**config.mk**
```make
export PLATFORM = sky130hd
export DESIGN_NAME = rx_frame_parser_flat
export DESIGN_NICKNAME = d
export VERILOG_FILES = /design/src/rtl/rx_frame_parser_if.sv /design/src/rtl/rx_frame_parser.sv /design/src/flat_wrapper.sv
export SDC_FILE = /design/constraint.sdc
export NUM_CORES = 1
export LEC_CHECK = 0
export CAP_MARGIN = 20
export CORE_MARGIN = 2
export CORE_UTILIZATION = 55
export DETAILED_ROUTE_END_ITERATION = 16
export HOLD_SLACK_MARGIN = 0.05
export PLACE_DENSITY_LB_ADDON = 0.3
export SKIP_LAST_GASP = 1
export SLEW_MARGIN = 0
export SYNTH_ARGS = -nofsm -noshare
export SYNTH_HDL_FRONTEND = slang
export SYNTH_SLANG_ARGS = --single-unit
export TNS_END_PERCENT = 1
```
**constraint.sdc**
```tcl
create_clock -name clock -period 9.13 [get_ports clock]
set_input_delay 0.913 -clock clock [delete_from_list [all_inputs] [get_ports clock]]
set_output_delay 0.913 -clock clock [all_outputs]
set_load 0.1 [all_outputs]
```
**src/rtl/rx_frame_parser_if.sv**
```systemverilog
// Receive-side bus of rx_frame_parser: word stream in, latched frame fields, start strobe
// and statistics out.
//   master : frame source / reward block side (drives rx_valid, rx_data, done_reward)
//   slave  : parser side (drives rx_ready, en, f* fields, frames_ok, frames_bad)
interface rx_frame_parser_if #(
  parameter int unsigned WORD_WIDTH = 16,
  parameter int unsigned CNT_WIDTH  = 8
);
  logic                  rx_valid;
  logic [WORD_WIDTH-1:0] rx_data;
  logic                  rx_ready;
  logic                  done_reward;
  logic                  en;
  logic [WORD_WIDTH-1:0] fsourceID;
  logic [WORD_WIDTH-1:0] fbatteryStat;
  logic [WORD_WIDTH-1:0] fValue;
  logic [WORD_WIDTH-1:0] fclusterID;
  logic [WORD_WIDTH-1:0] fdestinationID;
  logic [CNT_WIDTH-1:0]  frames_ok;
  logic [CNT_WIDTH-1:0]  frames_bad;

  modport master (
    output rx_valid, rx_data, done_reward,
    input  rx_ready, en, fsourceID, fbatteryStat, fValue, fclusterID, fdestinationID,
    input  frames_ok, frames_bad
  );

  modport slave (
    input  rx_valid, rx_data, done_reward,
    output rx_ready, en, fsourceID, fbatteryStat, fValue, fclusterID, fdestinationID,
    output frames_ok, frames_bad
  );
endinterface

```
**src/rtl/rx_frame_parser.sv**
```systemverilog
// Word-serial receive front end for the reward datapath. Hunts SYNC_WORD, collects the
// five field words plus an XOR checksum, checks checksum and cluster, then latches the
// fields and pulses en for one cycle. Input is held off until done_reward.
// Ports:
//   clock : system clock, rising edge
//   rst   : asynchronous reset, active-high
//   bus   : rx_frame_parser_if.slave (rx_valid/rx_data/rx_ready handshake, done_reward,
//           en strobe, latched fields, frames_ok/frames_bad saturating counters)
module rx_frame_parser #(
  parameter int unsigned           WORD_WIDTH = 16,
  parameter logic [WORD_WIDTH-1:0] SYNC_WORD  = 16'hA5A5,
  parameter int unsigned           MY_CLUSTER = 1,
  parameter int unsigned           TIMEOUT    = 64,
  parameter int unsigned           CNT_WIDTH  = 8
) (
  input logic              clock,
  input logic              rst,
  rx_frame_parser_if.slave bus
);

  localparam int unsigned           GapW      = $clog2(TIMEOUT);
  localparam logic [GapW-1:0]       GapLast   = GapW'(TIMEOUT - 1);
  localparam logic [WORD_WIDTH-1:0] MyCluster = WORD_WIDTH'(MY_CLUSTER);
  localparam logic [2:0]            ChkIdx    = 3'd5;

  typedef enum logic [2:0] {StHunt, StFields, StCheck, StIssue, StWaitDone} state_e;

  state_e                state_q, state_d;
  logic                  live_q;
  logic [2:0]            idx_q, idx_d;
  logic [WORD_WIDTH-1:0] xor_q, xor_d;
  logic [GapW-1:0]       gap_q, gap_d;
  logic [WORD_WIDTH-1:0] src_sh_q, batt_sh_q, val_sh_q, clu_sh_q, dst_sh_q, chk_q;
  logic [WORD_WIDTH-1:0] src_q, batt_q, val_q, clu_q, dst_q;
  logic [CNT_WIDTH-1:0]  ok_q, bad_q;
  logic                  xfer, frame_pass, ok_inc, bad_inc;
  logic                  rx_ready, en;

  assign xfer       = bus.rx_valid && rx_ready;
  assign frame_pass = (chk_q == xor_q) && (clu_sh_q == MyCluster);

  // State register
  always_ff @(posedge clock or posedge rst) begin
    if (rst) begin
      state_q <= StHunt;
    end else begin
      state_q <= state_d;
    end
  end

  // Next-state logic
  always_comb begin
    state_d = state_q;
    idx_d   = idx_q;
    xor_d   = xor_q;
    gap_d   = gap_q;
    ok_inc  = 1'b0;
    bad_inc = 1'b0;
    unique case (state_q)
      StHunt: begin
        if (xfer && (bus.rx_data == SYNC_WORD)) begin
          state_d = StFields;
          idx_d   = '0;
          xor_d   = '0;
          gap_d   = '0;
        end
      end
      StFields: begin
        if (xfer) begin
          gap_d = '0;
          if (idx_q == ChkIdx) begin
            state_d = StCheck;
          end else begin
            idx_d = idx_q + 3'd1;
            xor_d = xor_q ^ bus.rx_data;
          end
        end else if (gap_q == GapLast) begin
          // This idle cycle is the TIMEOUT-th in a row
          state_d = StHunt;
          bad_inc = 1'b1;
        end else begin
          gap_d = gap_q + GapW'(1);
        end
      end
      StCheck: begin
        if (frame_pass) begin
          state_d = StIssue;
        end else begin
          state_d = StHunt;
          bad_inc = 1'b1;
        end
      end
      StIssue: begin
        // done_reward is not looked at here, so a level left high by the previous
        // frame cannot end this one early
        state_d = StWaitDone;
        ok_inc  = 1'b1;
      end
      StWaitDone: begin
        if (bus.done_reward) begin
          state_d = StHunt;
        end
      end
      default: state_d = StHunt;
    endcase
  end

  // Outputs; live_q keeps rx_ready low until the first edge after reset
  always_comb begin
    rx_ready = live_q && ((state_q == StHunt) || (state_q == StFields));
    en       = (state_q == StIssue);
  end

  // Datapath: shadow fields, latched outputs, counters
  always_ff @(posedge clock or posedge rst) begin
    if (rst) begin
      live_q    <= 1'b0;
      idx_q     <= '0;
      xor_q     <= '0;
      gap_q     <= '0;
      src_sh_q  <= '0;
      batt_sh_q <= '0;
      val_sh_q  <= '0;
      clu_sh_q  <= '0;
      dst_sh_q  <= '0;
      chk_q     <= '0;
      src_q     <= '0;
      batt_q    <= '0;
      val_q     <= '0;
      clu_q     <= '0;
      dst_q     <= '0;
      ok_q      <= '0;
      bad_q     <= '0;
    end else begin
      live_q <= 1'b1;
      idx_q  <= idx_d;
      xor_q  <= xor_d;
      gap_q  <= gap_d;
      if ((state_q == StFields) && xfer) begin
        case (idx_q)
          3'd0:    src_sh_q  <= bus.rx_data;
          3'd1:    batt_sh_q <= bus.rx_data;
          3'd2:    val_sh_q  <= bus.rx_data;
          3'd3:    clu_sh_q  <= bus.rx_data;
          3'd4:    dst_sh_q  <= bus.rx_data;
          3'd5:    chk_q     <= bus.rx_data;
          default: ;
        endcase
      end
      if ((state_q == StCheck) && frame_pass) begin
        src_q  <= src_sh_q;
        batt_q <= batt_sh_q;
        val_q  <= val_sh_q;
        clu_q  <= clu_sh_q;
        dst_q  <= dst_sh_q;
      end
      if (ok_inc && (ok_q != '1)) begin
        ok_q <= ok_q + CNT_WIDTH'(1);
      end
      if (bad_inc && (bad_q != '1)) begin
        bad_q <= bad_q + CNT_WIDTH'(1);
      end
    end
  end

  assign bus.rx_ready       = rx_ready;
  assign bus.en             = en;
  assign bus.fsourceID      = src_q;
  assign bus.fbatteryStat   = batt_q;
  assign bus.fValue         = val_q;
  assign bus.fclusterID     = clu_q;
  assign bus.fdestinationID = dst_q;
  assign bus.frames_ok      = ok_q;
  assign bus.frames_bad     = bad_q;

endmodule

```
**src/flat_wrapper.sv**
```systemverilog
// flat-port wrapper written by rule: the top's interface ports become plain ports
module rx_frame_parser_flat 
#(
  parameter int unsigned           WORD_WIDTH = 16,
  parameter logic [WORD_WIDTH-1:0] SYNC_WORD  = 16'hA5A5,
  parameter int unsigned           MY_CLUSTER = 1,
  parameter int unsigned           TIMEOUT    = 64,
  parameter int unsigned           CNT_WIDTH  = 8
)
  (clock, rst, bus_rx_valid, bus_rx_data, bus_done_reward, bus_rx_ready, bus_en, bus_fsourceID, bus_fbatteryStat, bus_fValue, bus_fclusterID, bus_fdestinationID, bus_frames_ok, bus_frames_bad);
  rx_frame_parser_if #(.WORD_WIDTH(WORD_WIDTH), .CNT_WIDTH(CNT_WIDTH)) bus_i ();
  input logic clock;
  input logic rst;
  input wire logic [$bits(bus_i.rx_valid)-1:0] bus_rx_valid;
  input wire logic [$bits(bus_i.rx_data)-1:0] bus_rx_data;
  input wire logic [$bits(bus_i.done_reward)-1:0] bus_done_reward;
  output wire logic [$bits(bus_i.rx_ready)-1:0] bus_rx_ready;
  output wire logic [$bits(bus_i.en)-1:0] bus_en;
  output wire logic [$bits(bus_i.fsourceID)-1:0] bus_fsourceID;
  output wire logic [$bits(bus_i.fbatteryStat)-1:0] bus_fbatteryStat;
  output wire logic [$bits(bus_i.fValue)-1:0] bus_fValue;
  output wire logic [$bits(bus_i.fclusterID)-1:0] bus_fclusterID;
  output wire logic [$bits(bus_i.fdestinationID)-1:0] bus_fdestinationID;
  output wire logic [$bits(bus_i.frames_ok)-1:0] bus_frames_ok;
  output wire logic [$bits(bus_i.frames_bad)-1:0] bus_frames_bad;
  assign bus_i.rx_valid = bus_rx_valid;
  assign bus_i.rx_data = bus_rx_data;
  assign bus_i.done_reward = bus_done_reward;
  assign bus_rx_ready = bus_i.rx_ready;
  assign bus_en = bus_i.en;
  assign bus_fsourceID = bus_i.fsourceID;
  assign bus_fbatteryStat = bus_i.fbatteryStat;
  assign bus_fValue = bus_i.fValue;
  assign bus_fclusterID = bus_i.fclusterID;
  assign bus_fdestinationID = bus_i.fdestinationID;
  assign bus_frames_ok = bus_i.frames_ok;
  assign bus_frames_bad = bus_i.frames_bad;
  rx_frame_parser #(.WORD_WIDTH(WORD_WIDTH), .SYNC_WORD(SYNC_WORD), .MY_CLUSTER(MY_CLUSTER), .TIMEOUT(TIMEOUT), .CNT_WIDTH(CNT_WIDTH)) u_core (.clock(clock), .rst(rst), .bus(bus_i));
endmodule
```
==> impl_metrics.py, run 1 <==
metrics = {
    "outcome": {
        "status": "complete, no violations",
    },
    "critical_path": {
        "start_kind": "input pin",
        "arrival_ns": 3.91,
        "path_max_fanout": 19,
        "path_cells": "clkdlybuf4s50_1, or4b_2, nor3_1, nor4b_4, or3_1, o21ai_0",
        "critPathCaptureType": "register",
        "crit_slowest_cell": "nor4b_4",
        "cpPeakStageDelay_ns": 0.94,
        "worstSetupPathType": "input pin to register",
        "required_ns": 9.49,
    },
    "timing": {
        "fin_crit_sh_pct": 38.79,
        "relSlewSlack_pct": 28.46,
        "maxSlewViolCount": 0,
        "setup_viol": 0,
        "rsz0062_at_grt": "false",
        "fin_setup_tns_ns": 0,
        "fmax_ghz": 0.2824,
        "layout_setup_ws_ns": 5.589,
        "hold_viol_final": 0,
        "finalClockSkew_ns": 0.01332,
        "tightest_slew_ns": 1.070,
        "period_minus_slack_ns": 3.541,
    },
    "detailed_routing": {
        "via_per_inst": 5.497,
        "final_antenna_net_count": 0,
        "wl_per_cell_um": 19.51,
        "drt_drc_violations_left": 0,
        "firstDrtPassIters": 4,
        "vias": 5365,
        "first_iter_violations": 375,
        "detail_route.wirelength_um": 19040,
    },
    "global_route": {
        "track_usage_pct": 21.99,
        "grt_max_degree": 162,
        "grt_overflow_total": 0,
        "antenna_found_initial": 0,
        "grt_pass1_vias": 5646,
        "grt_first_pass_wirelength_um": 31130,
    },
    "finish": {
        "area_delta_synth_final_pct": 21.30,
        "fillers": 1161,
        "antenna_cells": 0,
        "num-nets-final": 772,
        "final_cells": 976,
        "final_core_util_pct": 67.74,
        "design_area_mm2": 0.01115,
        "drive_gt1_share_pct": 26.98,
    },
    "place": {
        "placed_cell_area_mm2": 0.01047,
        "place.port_buffers": 117,
        "place_ws_ns": 5.148,
        "routabilityCongestion": 0.8172,
        "dp_cells": 938,
        "post-dp-hpwl_um": 12320,
    },
    "yosys": {
        "synth_nets": 649,
        "synth_seq_area_share_pct": 60.14,
        "ys.warnings.count": 0,
        "avgSynthCellArea_um2": 14.81,
        "async_flop_share_pct": 100.0,
        "synthDistinctLibCells": 47,
        "syn_area_mm2": 0.009195,
        "synth_cells": 621,
        "yosys_register_bits": 221,
        "ys.flop_type": "dfrtp_1",
        "synth-edff-count": 0,
    },
    "clocking": {
        "tritoncts": "yes",
        "clock-sinks": 221,
        "clockBufferDepth": 3,
        "worstSkewPairLatency_ns": 0.50,
        "postCtsHoldBufs": 0,
        "cts_resized": 0,
        "clk_pin_slew_ns": 0.06,
        "numCtsBuffers": 23,
        "clockRootBuffer": "clkbuf_16",
        "htree_num_levels": 1,
        "post-cts-setup-buffer-count": 0,
    },
    "flow_run": {
        "cap_viol_max_count": 0,
    },
    "floorplan": {
        "num_rows": 47,
        "die_h_um": 133.3,
        "coreArea_mm2": 0.01647,
        "ioPinCount": 118,
        "start_util_pct": 55.84,
        "die_w_um": 133.3,
        "dieArea_mm2": 0.01777,
    },
    "power_and_ir_drop": {
        "ir_worst_vdd_v": 0.0001454,
        "power.leakage_nw": 5.389,
        "p_per_area_mw_per_mm2": 255.3,
    },
    "hold_path": {
        "hold_class": "register to register",
    },
}
[through the flow]
step	power [mW]	hold slack, ns
2_1_floorplan	1.833	0.4704
3_3_place_gp	1.961	0.4522
3_5_place_dp	2.016	0.4559
4_1_cts	2.864	0.4749
5_1_grt	2.988	0.4824
6_report	2.847	0.4816
[per-layer routing]
layer  up-vias  wire [µm]  global-route usage (%)
met5         -          0                       0
met4         0        346                   5.969
met3        32        925                   2.892
met2       152       9298                   35.77
met1      2763       8472                   31.63
li1       2418          -                       -
[placed cells by master, fill, tap and decap left out, types with 3 or more instances in the layout]
cell,count
nor4_1,4
o21ai_0,8
and2_1,19
mux2_2,100
clkbuf_1,8
nand4_1,6
mux2_4,62
nand2_1,41
inv_1,5
o31ai_1,3
buf_4,3
clkinv_2,3
clkdlybuf4s50_1,117
xnor2_1,15
nand3_1,12
dfrtp_1,221
and3_1,9
ha_1,8
xor2_1,31
nor2_1,20
clkbuf_16,23
[final cells by class]
type	count	area, µm²	share of cell area, %
timing repair buffer	121	1221	10.95
sequential	221	5530	49.58
clock inverter	4	23.77	0.2131
inverter	6	30.03	0.2692
tap	220	275.3	2.468
clock buffer	33	633.1	5.676
multi-input combinational	371	3440	30.84
[path summary, 6_finish.rpt]
check	to	from	slack, ns	depth (start not counted)
worst max-delay path	u_core.idx_q[0]	bus_rx_data[9]	5.59	6
worst min-delay path	u_core.bus.fclusterID[0]	u_core.bus.fclusterID[0]	0.48	1
worst max register to register	u_core.bus.fValue[7]	u_core.clu_sh_q[1]	6.02	6
worst min register to register	u_core.bus.fclusterID[0]	u_core.bus.fclusterID[0]	0.48	1
max in group asynchronous	u_core.bus.fbatteryStat[6]	rst	6.79	4
min in group asynchronous	u_core.bus.fclusterID[13]	rst	0.75	2
[power breakdown]
group | total [mW] | switching (mW) | internal, mW
clock | 0.836 | 0.357 | 0.479
sequential | 1.42 | 0.190 | 1.23
combinational | 0.591 | 0.302 | 0.289
[flip-flops by register name, indices dropped and copies added, names as in the netlist]
signal and flops:
u_core.batt_sh_q 16, u_core.bus.fValue 16, u_core.bus.fbatteryStat 16, u_core.bus.fclusterID 16, u_core.bus.fdestinationID 16, u_core.bus.fsourceID 16
u_core.chk_q 16, u_core.clu_sh_q 16, u_core.dst_sh_q 16, u_core.src_sh_q 16, u_core.val_sh_q 16, u_core.xor_q 16
u_core.bus.frames_bad 8, u_core.bus.frames_ok 8, u_core.gap_q 6, u_core.idx_q 3, u_core.state_q 3, u_core.live_q 1
[synth_stat cells, drive strengths merged (3+ instances only)]
library cell / instances / share of area [%]
dfrtp: 221 / 60
mux2: 162 / 22
nand2: 41 / 1.7
xor2: 31 / 3.0
nor2: 20 / 0.82
and2: 19 / 1.3
buf: 15 / 1.9
xnor2: 15 / 1.4
nand3: 12 / 0.65
and3: 9 / 0.61
clkbuf: 8 / 0.33
ha: 8 / 1.1
o21ai: 8 / 0.44
inv: 6 / 0.24
nand4: 6 / 0.41
nor4: 6 / 0.54
o31ai: 3 / 0.24
[kinds of logic (layout without fill, tap and decap cells)]
group | after synthesis | in the layout | synth area share (%)
flip-flops | 221 | 221 | 60.14
adder cells (fa/ha/maj) | 8 | 8 | 1.089
buffers and inverters | 29 | 164 | 2.504
AND/OR/NAND/NOR | 132 | 132 | 7.878
other | 1 | 1 | 0.04078
AO/OA/AOI/OAI | 22 | 22 | 1.592
multiplexers | 162 | 162 | 22.37
XOR/XNOR | 46 | 46 | 4.382
[critical path: cells and delay by family]
| kind | cells | cell delay [ns] |
|---|---|---|
| AO/OA/AOI/OAI | 1 | 0.09 |
| AND/OR/NAND/NOR | 4 | 2.31 |
| buffers and inverters | 1 | 0.59 |
(Power assumes the default switching activity.)
==> run 2: changes to the inputs <==
- CORE_UTILIZATION: 55 -> 50
- clock period: 9.13 -> 3 ns (I/O delays scaled with it)
==> run 2 against run 1 <==
Wire length rose by 5.6%. Critical path depth stayed put. Count of clock-buffer cells in the layout unchanged. Clock power grew to 3.5 times the previous value. Sequential power increased to 3.0 times the previous value. Via count up 1.6%. Non-clock buffer count rose by 29. Cell count up 4.4%. Hold slack got worse by 0.25 ns.
==> impl_metrics.py, run 2 (same netlist as run 1, synthesis figures left out) <==
metrics = {
    "outcome": {
        "status": "complete, no violations",
    },
    "finish": {
        "antenna_cells": 0,
        "drive_gt1_share_pct": 40.13,
        "mostFrequentLayoutCell": "dfrtp_1",
        "num-nets-final": 801,
        "seq_area_mm2": 0.005530,
        "area_delta_synth_final_pct": 23.21,
        "final_cells": 1019,
        "multiInputGateArea_mm2": 0.003440,
        "final_cell_mix": "221 x dfrtp_1, 105 x buf_4, 100 x mux2_2",
        "fillers": 1355,
        "final_core_util_pct": 62.86,
    },
    "clocking": {
        "tritoncts": "yes",
        "clock-sinks": 221,
        "cts_resized": 0,
        "clockBufferDepth": 3,
        "clockRootBuffer": "clkbuf_16",
        "numCtsBuffers": 23,
        "htree_num_levels": 1,
        "worstSkewPairLatency_ns": 0.51,
        "postCtsHoldBufs": 0,
        "clk_pin_slew_ns": 0.06,
        "post-cts-setup-buffer-count": 0,
    },
    "power_and_ir_drop": {
        "seqPwrFrac_pct": 47.7,
        "ir_worst_vdd_v": 0.0005012,
        "p_per_area_mw_per_mm2": 792.7,
        "p_clk_share_pct": 32.6,
        "power.leakage_nw": 5.740,
        "pwr-share-comb_pct": 19.7,
        "p_switching_mw": 2.580,
        "p_sw_share_pct": 28.73,
        "power.internal_mw": 6.401,
    },
    "floorplan": {
        "ioPinCount": 118,
        "die_h_um": 139.6,
        "dieArea_mm2": 0.01949,
        "die_w_um": 139.6,
        "num_rows": 49,
        "start_util_pct": 51.01,
        "coreArea_mm2": 0.01802,
    },
    "critical_path": {
        "critPathCaptureType": "register",
        "required_ns": 3.39,
        "path_max_fanout": 40,
        "start_kind": "register",
        "cpPeakStageDelay_ns": 0.56,
        "path_cells": "nor4_1, nand4_1, or4_1, or3_4, buf_4, mux2_4",
        "arrival_ns": 3.07,
        "crit_slowest_cell": "or4_1",
        "worstSetupPathType": "register to register",
    },
    "detailed_routing": {
        "met3_wirelength_um": 822,
        "wl_per_cell_um": 19.74,
        "top_layer_used": "met4",
        "firstDrtPassIters": 4,
        "detail_route.wirelength_um": 20120,
        "wl_met1_um": 8842,
        "drt_drc_violations_left": 0,
        "wl_met2_um": 9888,
        "first_iter_violations": 321,
        "vias": 5451,
        "via_per_inst": 5.349,
        "final_antenna_net_count": 0,
    },
    "timing": {
        "maxSlewViolCount": 0,
        "finalClockSkew_ns": 0.01583,
        "fin_crit_sh_pct": 89.34,
        "period_minus_slack_ns": 2.680,
        "tightest_slew_ns": 0.9745,
        "setup_viol": 0,
        "rsz0062_at_grt": "false",
        "hold_viol_final": 0,
        "fmax_ghz": 0.3731,
        "relSlewSlack_pct": 34.83,
    },
    "hold_path": {
        "hold_class": "input pin to asynchronous set/reset pin",
    },
    "flow_run": {
        "cap_viol_max_count": 0,
    },
    "global_route": {
        "grt_pass1_vias": 5809,
        "track_usage_pct": 20.85,
        "antenna_found_initial": 0,
        "grt_max_degree": 77,
        "grt_first_pass_wirelength_um": 32120,
        "grt_overflow_total": 0,
    },
    "place": {
        "dp_cells": 977,
        "place.port_buffers": 117,
        "post-dp-hpwl_um": 13570,
        "routabilityCongestion": 0.8271,
    },
}
-- run 2: cell types whose count changed in the layout (fill, tap and decap cells not counted), sizes merged --
cell,before,now
buf,4,107
bufinv,0,2
clkdlybuf4s50,117,43
clkinv,3,4
clkinvlp,0,2
-- run 2: power groups by stage --
stage	Combinational, mW	Sequential, mW	Clock (mW)
finish	1.77	4.28	2.93
detailed placement	1.78	4.32	0
floorplan	1.25	4.34	0
global route	1.96	4.37	3.10
CTS	1.79	4.28	2.98
global placement	1.69	4.27	0
-- run 2: layout make-up --
| cell class | instances | share of cell area (%) |
|---|---|---|
| clock buffers | 33 | 6.030 |
| multi-input cells | 371 | 30.36 |
| repair buffers | 150 | 11.11 |
| flip-flops and latches | 221 | 48.81 |
| well taps | 229 | 2.529 |
| clock inverters | 9 | 0.9277 |
| inverters | 6 | 0.2319 |
-- run 2: worst paths after layout --
path / cells past startpoint / to / slack [ns] / start
min in group clock: 3 / u_core.state_q[2] / 0.45 / bus_done_reward
max: 6 / u_core.bus.fbatteryStat[0] / 0.32 / u_core.clu_sh_q[4]
min: 2 / u_core.bus.fclusterID[12] / 0.23 / rst
max reg2reg: 6 / u_core.bus.fbatteryStat[0] / 0.32 / u_core.clu_sh_q[4]
max in group asynchronous: 3 / u_core.bus.fValue[1] / 1.92 / rst
min reg2reg: 1 / u_core.bus.fclusterID[0] / 0.46 / u_core.bus.fclusterID[0]
-- run 2: worst max-delay path: cells and delay by family, from the launching register on --
family        cells  cell delay, ns
buf+inv           1            0.37
flops             1            0.40
mux               1            0.40
simple gates      4            1.37
-- run 2: metal layers --
layer | up-vias | track usage [%]
met3 | 39 | 2.615
met4 | 0 | 7.684
met2 | 153 | 34.21
li1 | 2461 | -
met1 | 2798 | 28.88
met5 | - | 0
-- run 2: per-stage QoR --
| stage | area (µm²) | hold slack [ns] | total power [mW] | TNS [ns] | worst slack (ns) |
|---|---|---|---|---|---|
| 3_5_place_dp | 10540 | 0.4541 | 6.098 | 0 | 0.3268 |
| 5_1_grt | 11330 | 0.2778 | 9.434 | 0 | 0.1841 |
| 6_report | 11330 | 0.2335 | 8.981 | 0 | 0.3198 |
| 2_1_floorplan | 9199 | 0.4506 | 5.581 | -40.24 | -0.1821 |
| 3_3_place_gp | 10540 | 0.4497 | 5.956 | 0 | 0.3929 |
| 4_1_cts | 11330 | 0.2386 | 9.049 | 0 | 0.3295 |
==> run 3: changes to the inputs <==
- CORE_UTILIZATION: 50 -> 55
- clock period: 3 -> 2.65 ns (I/O delays scaled with it)
==> run 3 against run 2 <==
Fmax up 7.5%. Wire length down 4.9%. Power up 9.0%. Global-route usage up 1.3 points. Die area down 8.8%. Largest power group unchanged. Highest routed layer unchanged.
==> impl_metrics.py, run 3 (same netlist as run 1, synthesis figures left out) <==
metrics = {
    "finish": {
        "antenna_cells": 0,
        "area_delta_synth_final_pct": 22.28,
        "final_cells": 1014,
        "mostFrequentLayoutCell": "dfrtp_1",
        "final_cell_mix": "221 x dfrtp_1, 130 x buf_4, 100 x mux2_2",
        "drive_gt1_share_pct": 42.95,
        "num-nets-final": 806,
        "final_core_util_pct": 68.28,
    },
    "timing": {
        "layout_setup_ws_ns": 0.1564,
        "fin_setup_tns_ns": 0,
        "finalClockSkew_ns": 0.007677,
        "maxSlewViolCount": 0,
        "period_minus_slack_ns": 2.494,
        "setup_viol": 0,
        "fmax_ghz": 0.4010,
        "hold_viol_final": 0,
        "tightest_slew_ns": 0.5350,
        "fin_crit_sh_pct": 94.10,
        "relSlewSlack_pct": 64.17,
        "rsz0062_at_grt": "false",
        "timing.hold.ws_ns": 0.1382,
    },
    "floorplan": {
        "num_rows": 47,
        "coreArea_mm2": 0.01647,
        "ioPinCount": 118,
        "die_h_um": 133.3,
        "start_util_pct": 55.84,
        "dieArea_mm2": 0.01777,
        "die_w_um": 133.3,
    },
    "global_route": {
        "grt_first_pass_wirelength_um": 31110,
        "grt_pass1_vias": 5746,
        "track_usage_pct": 22.14,
        "grt_overflow_total": 0,
        "antenna_found_initial": 0,
        "grt_max_degree": 81,
    },
    "clocking": {
        "postCtsHoldBufs": 0,
        "worstSkewPairLatency_ns": 0.49,
        "clk_pin_slew_ns": 0.06,
        "clock-sinks": 221,
        "clockRootBuffer": "clkbuf_16",
        "cts_resized": 0,
        "clockBufferDepth": 3,
        "post-cts-setup-buffer-count": 0,
        "htree_num_levels": 1,
        "numCtsBuffers": 23,
        "tritoncts": "yes",
    },
    "critical_path": {
        "cp_top_family": "simple AND/OR/NAND/NOR gates",
        "arrival_ns": 2.86,
        "critPathCaptureType": "register",
        "worstSetupPathType": "register to register",
        "required_ns": 3.02,
        "cpPeakStageDelay_ns": 0.56,
        "path_cells": "nor4_2, nand4_1, or4_1, or3_4, buf_12, mux2_4",
        "path_max_fanout": 32,
        "crit_buf_inv": 1,
        "crit_slowest_cell": "or4_1",
        "start_kind": "register",
    },
    "detailed_routing": {
        "firstDrtPassIters": 4,
        "vias": 5428,
        "first_iter_violations": 311,
        "final_antenna_net_count": 0,
        "wl_per_cell_um": 18.86,
        "via_per_inst": 5.353,
        "drt_drc_violations_left": 0,
        "detail_route.wirelength_um": 19130,
    },
    "outcome": {
        "status": "complete, no violations",
    },
    "hold_path": {
        "hold_class": "input pin to asynchronous set/reset pin",
    },
    "place": {
        "routabilityCongestion": 0.8534,
        "dp_cells": 973,
        "post-dp-hpwl_um": 13150,
        "place.port_buffers": 117,
        "place_ws_ns": -0.2516,
    },
    "power_and_ir_drop": {
        "p_per_area_mw_per_mm2": 870.3,
        "ir_worst_vdd_v": 0.0007047,
        "power.leakage_nw": 5.782,
    },
    "flow_run": {
        "cap_viol_max_count": 0,
    },
}
==> run 3: cell types whose count changed in the layout (fill, tap and decap cells not counted), moves of 3 or more <==
cell	previous run	this run
clkbuf_1	3	7
clkdlybuf4s50_1	43	19
buf_12	2	6
clkbuf_8	7	3
buf_4	105	130
clkinv_2	4	7
==> run 3: area by class of cell <==
cell class | count | area, µm²
flip-flops and latches | 221 | 5530
fillers | 1148 | 5223
multi-input cells | 371 | 3440
repair buffers | 155 | 1286
clock buffers | 33 | 643.1
well taps | 220 | 275.3
clock inverters | 8 | 42.54
inverters | 6 | 26.28
==> run 3: metal layers <==
metal | share of wire [%] | track usage, % | vias up
li1 | - | - | 2481
met1 | 45 | 31.60 | 2811
met2 | 50 | 36.88 | 112
met3 | 4.0 | 3.158 | 24
met4 | 1.2 | 4.374 | 0
met5 | 0 | 0 | -
==> run 3: power breakdown <==
group	total, mW	switching, mW	internal [mW]
Combinational	2.02	1.01	1.01
Sequential	4.84	0.602	4.24
Clock	2.93	1.24	1.68
Total	9.79	2.85	6.94
==> run 3: metrics by stage <==
| step | instance area [µm²] | total power, mW |
|---|---|---|
| 2_1_floorplan | 9199 | 6.318 |
| 3_3_place_gp | 10560 | 6.727 |
| 3_5_place_dp | 10560 | 6.918 |
| 4_1_cts | 11240 | 9.877 |
| 5_1_grt | 11240 | 10.32 |
| 6_report | 11240 | 9.785 |
==> run 3: final timing paths <==
check	start	cells after the start	endpoint	slack [ns]
max	u_core.clu_sh_q[3]	6	u_core.bus.fsourceID[9]	0.16
min	rst	2	u_core.bus.frames_ok[2]	0.14
max reg2reg	u_core.clu_sh_q[3]	6	u_core.bus.fsourceID[9]	0.16
min reg2reg	u_core.bus.fclusterID[0]	1	u_core.bus.fclusterID[0]	0.48
max in group asynchronous	rst	3	u_core.bus.fsourceID[3]	1.78
min in group clock	bus_done_reward	3	u_core.state_q[2]	0.43
